**src/rtl/pipe_pkg.sv**
```systemverilog
// Shared types for the pipeline and its pack stage: lane width, lane type and pack FSM states.
package pipe_pkg;

  localparam int unsigned DATA_W = 5;

  typedef logic [DATA_W-1:0] lane_t;

  typedef enum logic {
    StFilling,
    StFullWait
  } pack_state_e;

endpackage

```
**src/rtl/pipe_pack_stage_if.sv**
```systemverilog
// Valid/ready bundle for the pack stage: narrow beats in, packed wide words out.
interface pipe_pack_stage_if #(
  parameter int unsigned DATA_W = pipe_pkg::DATA_W,
  parameter int unsigned LANES  = 4
);

  localparam int unsigned CntW = $clog2(LANES + 1);

  logic [DATA_W-1:0]       input_val;
  logic                    pipe_in_valid;
  logic                    pipe_in_rdy;
  logic [LANES*DATA_W-1:0] output_word;
  logic [CntW-1:0]         output_cnt;
  logic                    pipe_out_valid;
  logic                    pipe_out_rdy;

  modport master (
    output input_val, pipe_in_valid, pipe_out_rdy,
    input  pipe_in_rdy, output_word, output_cnt, pipe_out_valid
  );

  modport slave (
    input  input_val, pipe_in_valid, pipe_out_rdy,
    output pipe_in_rdy, output_word, output_cnt, pipe_out_valid
  );

endinterface

```
**src/rtl/pipe_pack_outreg.sv**
```systemverilog
// Valid/ready output holding register; a load on the drain edge replaces the word with no bubble.
module pipe_pack_outreg #(
  parameter int unsigned WordW = 20,
  parameter int unsigned CntW  = 3
) (
  input  logic             clk_i,
  input  logic             reset_i,
  input  logic             load_i,
  input  logic [WordW-1:0] load_word_i,
  input  logic [CntW-1:0]  load_cnt_i,
  input  logic             out_rdy_i,
  output logic             out_valid_o,
  output logic [WordW-1:0] out_word_o,
  output logic [CntW-1:0]  out_cnt_o
);

  logic             valid_q;
  logic [WordW-1:0] word_q;
  logic [CntW-1:0]  cnt_q;

  always_ff @(posedge clk_i) begin
    if (reset_i) begin
      valid_q <= 1'b0;
      word_q  <= '0;
      cnt_q   <= '0;
    end else if (load_i) begin
      valid_q <= 1'b1;
      word_q  <= load_word_i;
      cnt_q   <= load_cnt_i;
    end else if (out_rdy_i) begin
      valid_q <= 1'b0;
    end
  end

  assign out_valid_o = valid_q;
  assign out_word_o  = word_q;
  assign out_cnt_o   = cnt_q;

endmodule

```
**src/rtl/pipe_pack_stage.sv**
```systemverilog
// Packs LANES narrow beats into one wide word. Optional partial-word flush under PIPE_PACK_FLUSH_EN.
module pipe_pack_stage #(
  parameter int unsigned DATA_W = pipe_pkg::DATA_W,
  parameter int unsigned LANES  = 4
) (
  input  logic               clk_i,
  input  logic               reset_i,
`ifdef PIPE_PACK_FLUSH_EN
  input  logic               flush_i,
`endif
  pipe_pack_stage_if.slave   bus
);

  import pipe_pkg::*;

  localparam int unsigned CntW  = $clog2(LANES + 1);
  localparam int unsigned WordW = LANES * DATA_W;

  pack_state_e                  state_q;
  logic [CntW-1:0]              cnt_q, cnt_next;
  logic [LANES-1:0][DATA_W-1:0] coll_q, coll_next;

  logic             accept, flush, slot_free, close, load;
  logic [WordW-1:0] load_word;
  logic [CntW-1:0]  load_cnt;

`ifdef PIPE_PACK_FLUSH_EN
  assign flush = flush_i;
`else
  assign flush = 1'b0;
`endif

  // Ready depends on state only, so downstream ready never reaches upstream combinationally.
  assign bus.pipe_in_rdy = !reset_i && (state_q == StFilling);
  assign accept          = bus.pipe_in_valid && bus.pipe_in_rdy;
  assign slot_free       = !bus.pipe_out_valid || bus.pipe_out_rdy;

  always_comb begin
    coll_next = coll_q;
    cnt_next  = cnt_q;
    if (accept) begin
      for (int unsigned i = 0; i < LANES; i++) begin
        if (cnt_q == CntW'(i)) coll_next[i] = bus.input_val;
      end
      cnt_next = cnt_q + CntW'(1);
    end
  end

  always_comb begin
    close     = (state_q == StFilling) &&
                ((accept && cnt_q == CntW'(LANES - 1)) || (flush && cnt_next != '0));
    load      = close ? slot_free : ((state_q == StFullWait) && bus.pipe_out_rdy);
    load_word = (state_q == StFullWait) ? coll_q : coll_next;
    load_cnt  = (state_q == StFullWait) ? cnt_q : cnt_next;
  end

  // Collector is cleared whenever a word leaves it, which keeps unused lanes zero.
  always_ff @(posedge clk_i) begin
    if (reset_i) begin
      state_q <= StFilling;
      cnt_q   <= '0;
      coll_q  <= '0;
    end else begin
      unique case (state_q)
        StFilling: begin
          if (close && slot_free) begin
            cnt_q  <= '0;
            coll_q <= '0;
          end else begin
            cnt_q  <= cnt_next;
            coll_q <= coll_next;
            if (close) state_q <= StFullWait;
          end
        end
        StFullWait: begin
          if (bus.pipe_out_rdy) begin
            state_q <= StFilling;
            cnt_q   <= '0;
            coll_q  <= '0;
          end
        end
      endcase
    end
  end

  pipe_pack_outreg #(
    .WordW(WordW),
    .CntW (CntW)
  ) u_outreg (
    .clk_i      (clk_i),
    .reset_i    (reset_i),
    .load_i     (load),
    .load_word_i(load_word),
    .load_cnt_i (load_cnt),
    .out_rdy_i  (bus.pipe_out_rdy),
    .out_valid_o(bus.pipe_out_valid),
    .out_word_o (bus.output_word),
    .out_cnt_o  (bus.output_cnt)
  );

endmodule

```
**src/flat_wrapper.sv**
```systemverilog
// flat-port wrapper written by rule: the top's interface ports become plain ports
module pipe_pack_stage_flat import pipe_pkg::*;
#(
  parameter int unsigned DATA_W = pipe_pkg::DATA_W,
  parameter int unsigned LANES  = 4
)
  (clk_i, reset_i, bus_input_val, bus_pipe_in_valid, bus_pipe_out_rdy, bus_pipe_in_rdy, bus_output_word, bus_output_cnt, bus_pipe_out_valid);
  pipe_pack_stage_if #(.DATA_W(DATA_W), .LANES(LANES)) bus_i ();
  input  logic clk_i;
  input  logic reset_i;
  input wire logic [$bits(bus_i.input_val)-1:0] bus_input_val;
  input wire logic [$bits(bus_i.pipe_in_valid)-1:0] bus_pipe_in_valid;
  input wire logic [$bits(bus_i.pipe_out_rdy)-1:0] bus_pipe_out_rdy;
  output wire logic [$bits(bus_i.pipe_in_rdy)-1:0] bus_pipe_in_rdy;
  output wire logic [$bits(bus_i.output_word)-1:0] bus_output_word;
  output wire logic [$bits(bus_i.output_cnt)-1:0] bus_output_cnt;
  output wire logic [$bits(bus_i.pipe_out_valid)-1:0] bus_pipe_out_valid;
  assign bus_i.input_val = bus_input_val;
  assign bus_i.pipe_in_valid = bus_pipe_in_valid;
  assign bus_i.pipe_out_rdy = bus_pipe_out_rdy;
  assign bus_pipe_in_rdy = bus_i.pipe_in_rdy;
  assign bus_output_word = bus_i.output_word;
  assign bus_output_cnt = bus_i.output_cnt;
  assign bus_pipe_out_valid = bus_i.pipe_out_valid;
  pipe_pack_stage #(.DATA_W(DATA_W), .LANES(LANES)) u_core (.clk_i(clk_i), .reset_i(reset_i), .bus(bus_i));
endmodule
```
**config.mk**
```make
export PLATFORM = sky130hd
export DESIGN_NAME = pipe_pack_stage_flat
export DESIGN_NICKNAME = d
export VERILOG_FILES = /design/src/rtl/pipe_pkg.sv /design/src/rtl/pipe_pack_stage_if.sv /design/src/rtl/pipe_pack_outreg.sv /design/src/rtl/pipe_pack_stage.sv /design/src/flat_wrapper.sv
export SDC_FILE = /design/constraint.sdc
export NUM_CORES = 1
export LEC_CHECK = 0
export ABC_CLOCK_PERIOD_IN_PS = 1700
export BUFFER_PORTS_ARGS = -buffer_cell sky130_fd_sc_hd__buf_2
export CORE_MARGIN = 5
export CORE_UTILIZATION = 51
export CTS_CLUSTER_SIZE = 10
export DETAILED_ROUTE_END_ITERATION = 8
export PLACE_DENSITY = 0.81
export SYNTH_ARGS = -nofsm -noshare
export SYNTH_HDL_FRONTEND = slang
export SYNTH_SLANG_ARGS = --single-unit
```
**constraint.sdc**
```tcl
create_clock -name clk_i -period 1.7 [get_ports clk_i]
set_input_delay 0.17 -clock clk_i [delete_from_list [all_inputs] [get_ports clk_i]]
set_output_delay 0.17 -clock clk_i [all_outputs]
set_load 0.02 [all_outputs]
```
# Word-level counts from Yosys, hierarchy flattened
# Cells that the tools add are included.
dict set report totals {
  regBits 48
  latchBits 0
  ramBits 0
  rom_bits 0
  input_bits 9
  output_inout_bits 25
  word_cells 47
  mem_count 0
}
dict set report op_classes {
  add_sub_neg 1
  multipliers 0
  n_div 0
  order_cmp 0
  eq_ne 4
  shift 0
  n_mux 21
  bitwise_logic 1
  reduce_logical 11
}
# op n
set op_table {}
lappend op_table {{20-bit two-way mux} 4}
lappend op_table {{20-bit case mux with 2 select lines} 1}
lappend op_table {{5-bit two-way mux} 4}
lappend op_table {{3-bit two-way mux} 4}
lappend op_table {{3-bit by 2-bit == test with 1-bit output (second input constant)} 2}
lappend op_table {{1-bit logical AND} 6}
lappend op_table {{1-bit two-way mux} 6}
lappend op_table {{3-bit case mux with 2 select lines} 1}
lappend op_table {{3-bit by 1-bit adder with 3-bit output (second input constant)} 1}
lappend op_table {{3-bit by 1-bit == test with 1-bit output (second input constant)} 1}
lappend op_table {{3-bit logical NOT} 1}
lappend op_table {{1-bit logical NOT} 2}
lappend op_table {{2-bit inequality test (second input constant)} 1}
lappend op_table {{1-bit case mux with 2 select lines} 1}
lappend op_table {{2-bit nonzero test} 1}
lappend op_table {{1-bit logical OR} 1}
lappend op_table {{1-bit NOT} 1}

# Longest topological paths before layout
dict set report depth {
  depth_word 8
  mapped_depth 7
  ltp_nobuf 6
}

# Cells and area by module
# Synthesis repeated with hierarchy kept, for this count alone.
dict set report unflattened {
  cells_unflattened 264
  area_unflattened_um2 2317.2
}
# mod n_inst cells_each area_per_inst_um2 seq_area_each_um2
set modules_own_cells {}
lappend modules_own_cells {pipe_pack_stage 1 186 1445.1 480.5}
lappend modules_own_cells {pipe_pack_outreg 1 78 872.1 480.5}

# Worst setup path before layout
# OpenSTA, ideal clock, no wires.
dict set report synth_timing {
  path_type {register -> register}
  startpoint {register u_core.cnt_q[0]}
  endpoint {register u_core.u_outreg.cnt_q[0] (netlist: u_core.u_outreg.out_cnt_o[0])}
  setup_ns 0.145
  t_arrival_ns 1.644
  t_required_ns 1.555
  setup_slack_ns -0.089
  path_stages_with_launch 8
  path_buffers 1
  synth_period_minus_slack_ns 1.789
  path_cell_list {dfxtp_1 -> ha_1 -> ha_1 -> and3b_2 -> o22a_4 -> buf_4 -> nor2_1 -> a211oi_2}
}
dict set report synth_between {
  elab_chain_cells 4
  elab_cells_between_ends 7
  cone_classes {add/sub: 1; eq/ne: 1; mux: 3; reduce/logical: 2}
}
# element line
set synth_lines {}
lappend synth_lines {{start: declaration} pipe_pack_stage.sv:20} ;# logic [CntW-1:0] cnt_q, cnt_next;
lappend synth_lines {{start signal: assignment} pipe_pack_stage.sv:70} ;# cnt_q <= cnt_next;
lappend synth_lines {{branches (longest 4 deep; another with 3-bit by 1-bit adder with 3-bit output)} -}
lappend synth_lines {{end signal: assignment} pipe_pack_outreg.sv:29} ;# cnt_q <= load_cnt_i;
lappend synth_lines {{end: declaration} pipe_pack_outreg.sv:19} ;# logic [CntW-1:0] cnt_q;
# Several ways; the timed one is not identified.
# A chain may end at the register's enable or synchronous reset.

# Worst setup path after layout
dict set report layout_timing {
  startpoint {register u_core.cnt_q[0]}
  endpoint {register u_core.u_outreg.word_q[13] (netlist: u_core.u_outreg.out_word_o[13])}
}
dict set report layout_between {
  elab_chain_cells 4
  elab_cells_between_ends 8
  cone_classes {eq/ne: 2; mux: 4; reduce/logical: 2}
}
# element line
set layout_lines {}
lappend layout_lines {{3-bit by 2-bit == test with 1-bit output (on tied branches)} {pipe_pack_stage.sv:43, pipe_pack_stage.sv:51}}
lappend layout_lines {{5-bit two-way mux / 1-bit logical AND (equally long branches)} {pipe_pack_stage.sv:43, pipe_pack_stage.sv:51}}
lappend layout_lines {{20-bit two-way mux / 1-bit logical AND (equally long branches)} {pipe_pack_stage.sv:41, pipe_pack_stage.sv:50}}
lappend layout_lines {{20-bit two-way mux / 1-bit two-way mux (equally long branches)} {pipe_pack_stage.sv:53, pipe_pack_stage.sv:52}}
lappend layout_lines {{end signal: assignment} pipe_pack_outreg.sv:28} ;# word_q <= load_word_i;
lappend layout_lines {{end: declaration} pipe_pack_outreg.sv:18} ;# logic [WordW-1:0] word_q;
# Parallel ways exist; a longest one is shown, timed or not.

==> impl_metrics.csv <==
group,metric,value,unit
sta,fin_ws,0.007825,ns
layout,num-fill-cells,351,
drt,wl_met3,283,µm
worst_setup_path,cp_slowest_cell,"dfxtp_4",
worst_setup_path,critPathRequiredTime,1.89,ns
hold_path,min_to,"u_core.coll_q[15]$_SDFFE_PP0P_",
place,dp_hpwl,3760,µm
clock_network,clk_latency,0.31,ns
sta,report.final.slew_viol_count,0,
yosys,ys_seq_area_share,40.72,%
power,p_per_area,761.0,mW/mm²
drt,drc,0,
worst_setup_path,worstSetupPathType,"reg -> reg",
yosys,ys.warnings.count,0,
worst_setup_path,r2r_end,"u_core.u_outreg.out_word_o[13]$_SDFFE_PP0P_",
sta,tightest_slew,0.5133,ns
grt,grt_first_pass_wirelength,9625,µm
sta,grt_setup_unrepaired,"true",
yosys,ys_dominant_reg_cell,"dfxtp_1",
layout,final_area,0.002878,mm²
yosys,ys_types,45,
grt,grt_usage,19.38,%
sta,fmax,0.5910,GHz
yosys,synthTopCellsByCount,"48 x dfxtp_1, 38 x nand2_1, 17 x a21oi_1, 17 x nor2_1, 16 x inv_1",
layout,drive_gt1_share,37.29,%
worst_setup_path,reg2reg_depth,6,
drt,viasPerCell,5.827,
yosys,synth_edf_count,0,
clock_network,cts_tree,"done",
outcome,status,"finished, final reports clean",
hold_path,hp-class,"in -> reg",
yosys,synthTopCellsByArea,"dfxtp_1 41%, nand2_1 6.0%, mux2_2 5.7%, a211oi_2 4.8%, o211ai_1 4.1%",
drt,wl_per_cell,17.05,µm
yosys,syn-cell-area,0.002360,mm²
die,io_pins,34,
layout,num_antenna_cells,0,
sta,min_period_over_period,99.54,%
worst_setup_path,max_stage_delay,0.37,ns
sta,timing.hold.ws,0.1645,ns
clock_network,cts-root-buf,"clkbuf_8",
place,dp_slack,-0.09357,ns
die,die_area,0.006087,mm²
drt,top_layer,"met4",
drt,ant_nets,0,
yosys,synth.most_common_cell,"dfxtp_1",
worst_setup_path,end_kind,"flip-flop",
clock_network,clkSinkCount,48,
clock_network,htree_levels,2,
die,die_x,78.02,µm
place,place_congestion,0.8316,
yosys,async_reset_ff_share,0,%
yosys,yosysTopAreaCell,"dfxtp_1",
sta,final-hold-violation-count,0,
drt,wl,5917,µm
layout,final_util,65.19,%
sta,setup-violations-final,0,
worst_setup_path,start_kind,"flip-flop",
worst_setup_path,worstPathArrival,1.89,ns
grt,gr-total-overflow,0,
place,postPlaceCellArea,0.002630,mm²
place,portBuffers,33,
sta,max_slew_margin,65.65,%
run,drv_cap,0,
worst_setup_path,crit_path_cell_trace,"inv_2 > ha_2 > and4bb_4 > mux2_4 > o211ai_1 > a21oi_1",
layout,syn_to_final_growth,21.95,%
layout,final_nets,309,
yosys,avgSynthCellArea,9.364,µm²
hold_path,worstHoldPathCells,2,
grt,antenna_found_initial,0,
hold_path,min_from,"bus_input_val[0]",
yosys,netlist_instances,252,
drt,drtIter0Drc,228,
power,peakVddDrop,0.5110,mV
worst_setup_path,cp_max_fo,5,
die,rows,24,
drt,num_vias,2022,
drt,dr.pass1.iters,4,
drt,wl_met2,2737,µm
die,floorplan.initialDensity,53.46,%
grt,grt_pass1_vias,1928,
die,core,0.004414,mm²
layout,seqCellArea,967.2,µm²
power,power.leakage,1.069,nW
yosys,syn_nets,267,
yosys,synth_top_area_share,40.72,%
clock_network,clock_path_buffers,2,
yosys,synth_seq_cells,48,
die,chipHeight,78.02,µm
drt,met1_length,2815,µm
layout,multi_input_area,0.001339,mm²
sta,skew,0.009600,ns
clock_network,cts_buffers,5,
worst_setup_path,reg2reg_from,"u_core.cnt_q[0]$_SDFFE_PP0P_",
grt,grt_max_degree,17,
sta,layout_min_cycle_time,1.692,ns
clock_network,clk_pin_slew_worst_paths,0.09,ns
power,power,2.190,mW
worst_setup_path,reg2reg_slack,0.008,ns
-- sequential cells by signal, summed over array words and instances, names as in the netlist --
name / flops
u_core.coll_q: 20
u_core.u_outreg.out_word_o: 20
u_core.u_outreg.out_valid_o: 1
u_core.state_q: 1
u_core.u_outreg.out_cnt_o: 3
u_core.cnt_q: 3
-- cell usage in the layout (no fill, tap or decap), types with 2 or more instances in the layout --
master    count
ha_1          2
o22a_4        2
dfxtp_2       2
nand2_2       2
o21ai_0      11
a32o_1        3
a22o_1        4
inv_1        14
a21oi_1      14
o211ai_1     13
a22oi_1       2
buf_2        33
buf_4        13
o21ai_1       3
ha_2          2
mux2_2        5
a311o_1       2
buf_6         5
nand2_1      36
and4bb_4      3
mux2i_1       8
clkbuf_8      5
nand3b_1      2
inv_2         2
a211oi_2     10
nor2_1       17
a21oi_2       4
dfxtp_1      45
ha_4          2
mux2_4        7
-- layer usage --
layer  GRT usage, %  up-vias
met4          6.081        0
met1          27.05      987
met2          30.13       60
li1               -      968
met5              0        -
met3          4.005        7
-- kinds of logic (layout without fill, tap and decap cells) --
logic type                 Yosys count  in the layout  share of synthesized area (%)
AOI/OAI and AO/OA                   72             73                          24.13
and+or+nand+nor                     70             70                          14.74
DFF                                 48             48                          40.72
buffers and inverters               34             76                          7.317
muxes                               21             21                          9.544
adders and majority gates            6              6                          3.181
xor gates and xnor gates             1              1                         0.3712
-- power by group --
part	leakage [nW]	switching (mW)	internal, mW	total, mW
clock	0.0552	0.393	0.437	0.831
combinational	0.625	0.117	0.0892	0.206
sequential	0.389	0.0128	1.14	1.15
total	1.07	0.523	1.67	2.19
-- worst max-delay path: cells and delay by family, from the launching register on --
| family | cells | cell delay [ns] |
|---|---|---|
| flip-flops | 1 | 0.37 |
| AO/OA/AOI/OAI | 2 | 0.34 |
| AND/OR/NAND/NOR | 1 | 0.32 |
| multiplexers | 1 | 0.32 |
| adder cells (fa/ha/maj) | 1 | 0.16 |
| buffers and inverters | 1 | 0.07 |
-- cell type report --
type | count | share of cell area (%)
inverters | 16 | 2.087
multi-input cells | 171 | 46.52
well taps | 52 | 2.261
clock inverters | 2 | 1.217
clock buffers | 6 | 2.522
repair buffers | 52 | 11.78
flip-flops and latches | 48 | 33.61
-- per-stage QoR --
step / TNS, ns / instances
after detailed placement: -0.9211 / 336
after global placement: -0.1086 / 336
after floorplan: 0 / 252
after CTS: 0 / 345
final: 0 / 347
after global routing: -0.3697 / 347
-- what timing repair did --
action | CTS | global route
setup buffers | 0 | 1
cloned | 1 | 1
pin swaps | 2 | 11
hold buffers | 0 | 0
gates resized for setup | 9 | 28
endpoints found under the setup margin | 32 | 24
endpoints found under the hold margin | 0 | 0
-- worst max path at each step --
stage | from | end
6_report | u_core.cnt_q[0]$_SDFFE_PP0P_ | u_core.u_outreg.out_word_o[13]$_SDFFE_PP0P_
5_1_grt | u_core.cnt_q[1]$_SDFFE_PP0P_ | u_core.u_outreg.out_word_o[16]$_SDFFE_PP0P_
4_1_cts | u_core.cnt_q[0]$_SDFFE_PP0P_ | u_core.u_outreg.out_word_o[0]$_SDFFE_PP0P_
3_5_place_dp | u_core.cnt_q[0]$_SDFFE_PP0P_ | u_core.u_outreg.out_word_o[13]$_SDFFE_PP0P_
3_3_place_gp | u_core.cnt_q[0]$_SDFFE_PP0P_ | u_core.u_outreg.out_word_o[10]$_SDFFE_PP0P_
2_1_floorplan | u_core.cnt_q[0]$_SDFFE_PP0P_ | u_core.u_outreg.out_cnt_o[0]$_SDFFE_PP0P_
Power figures use the tool's default switching activity.
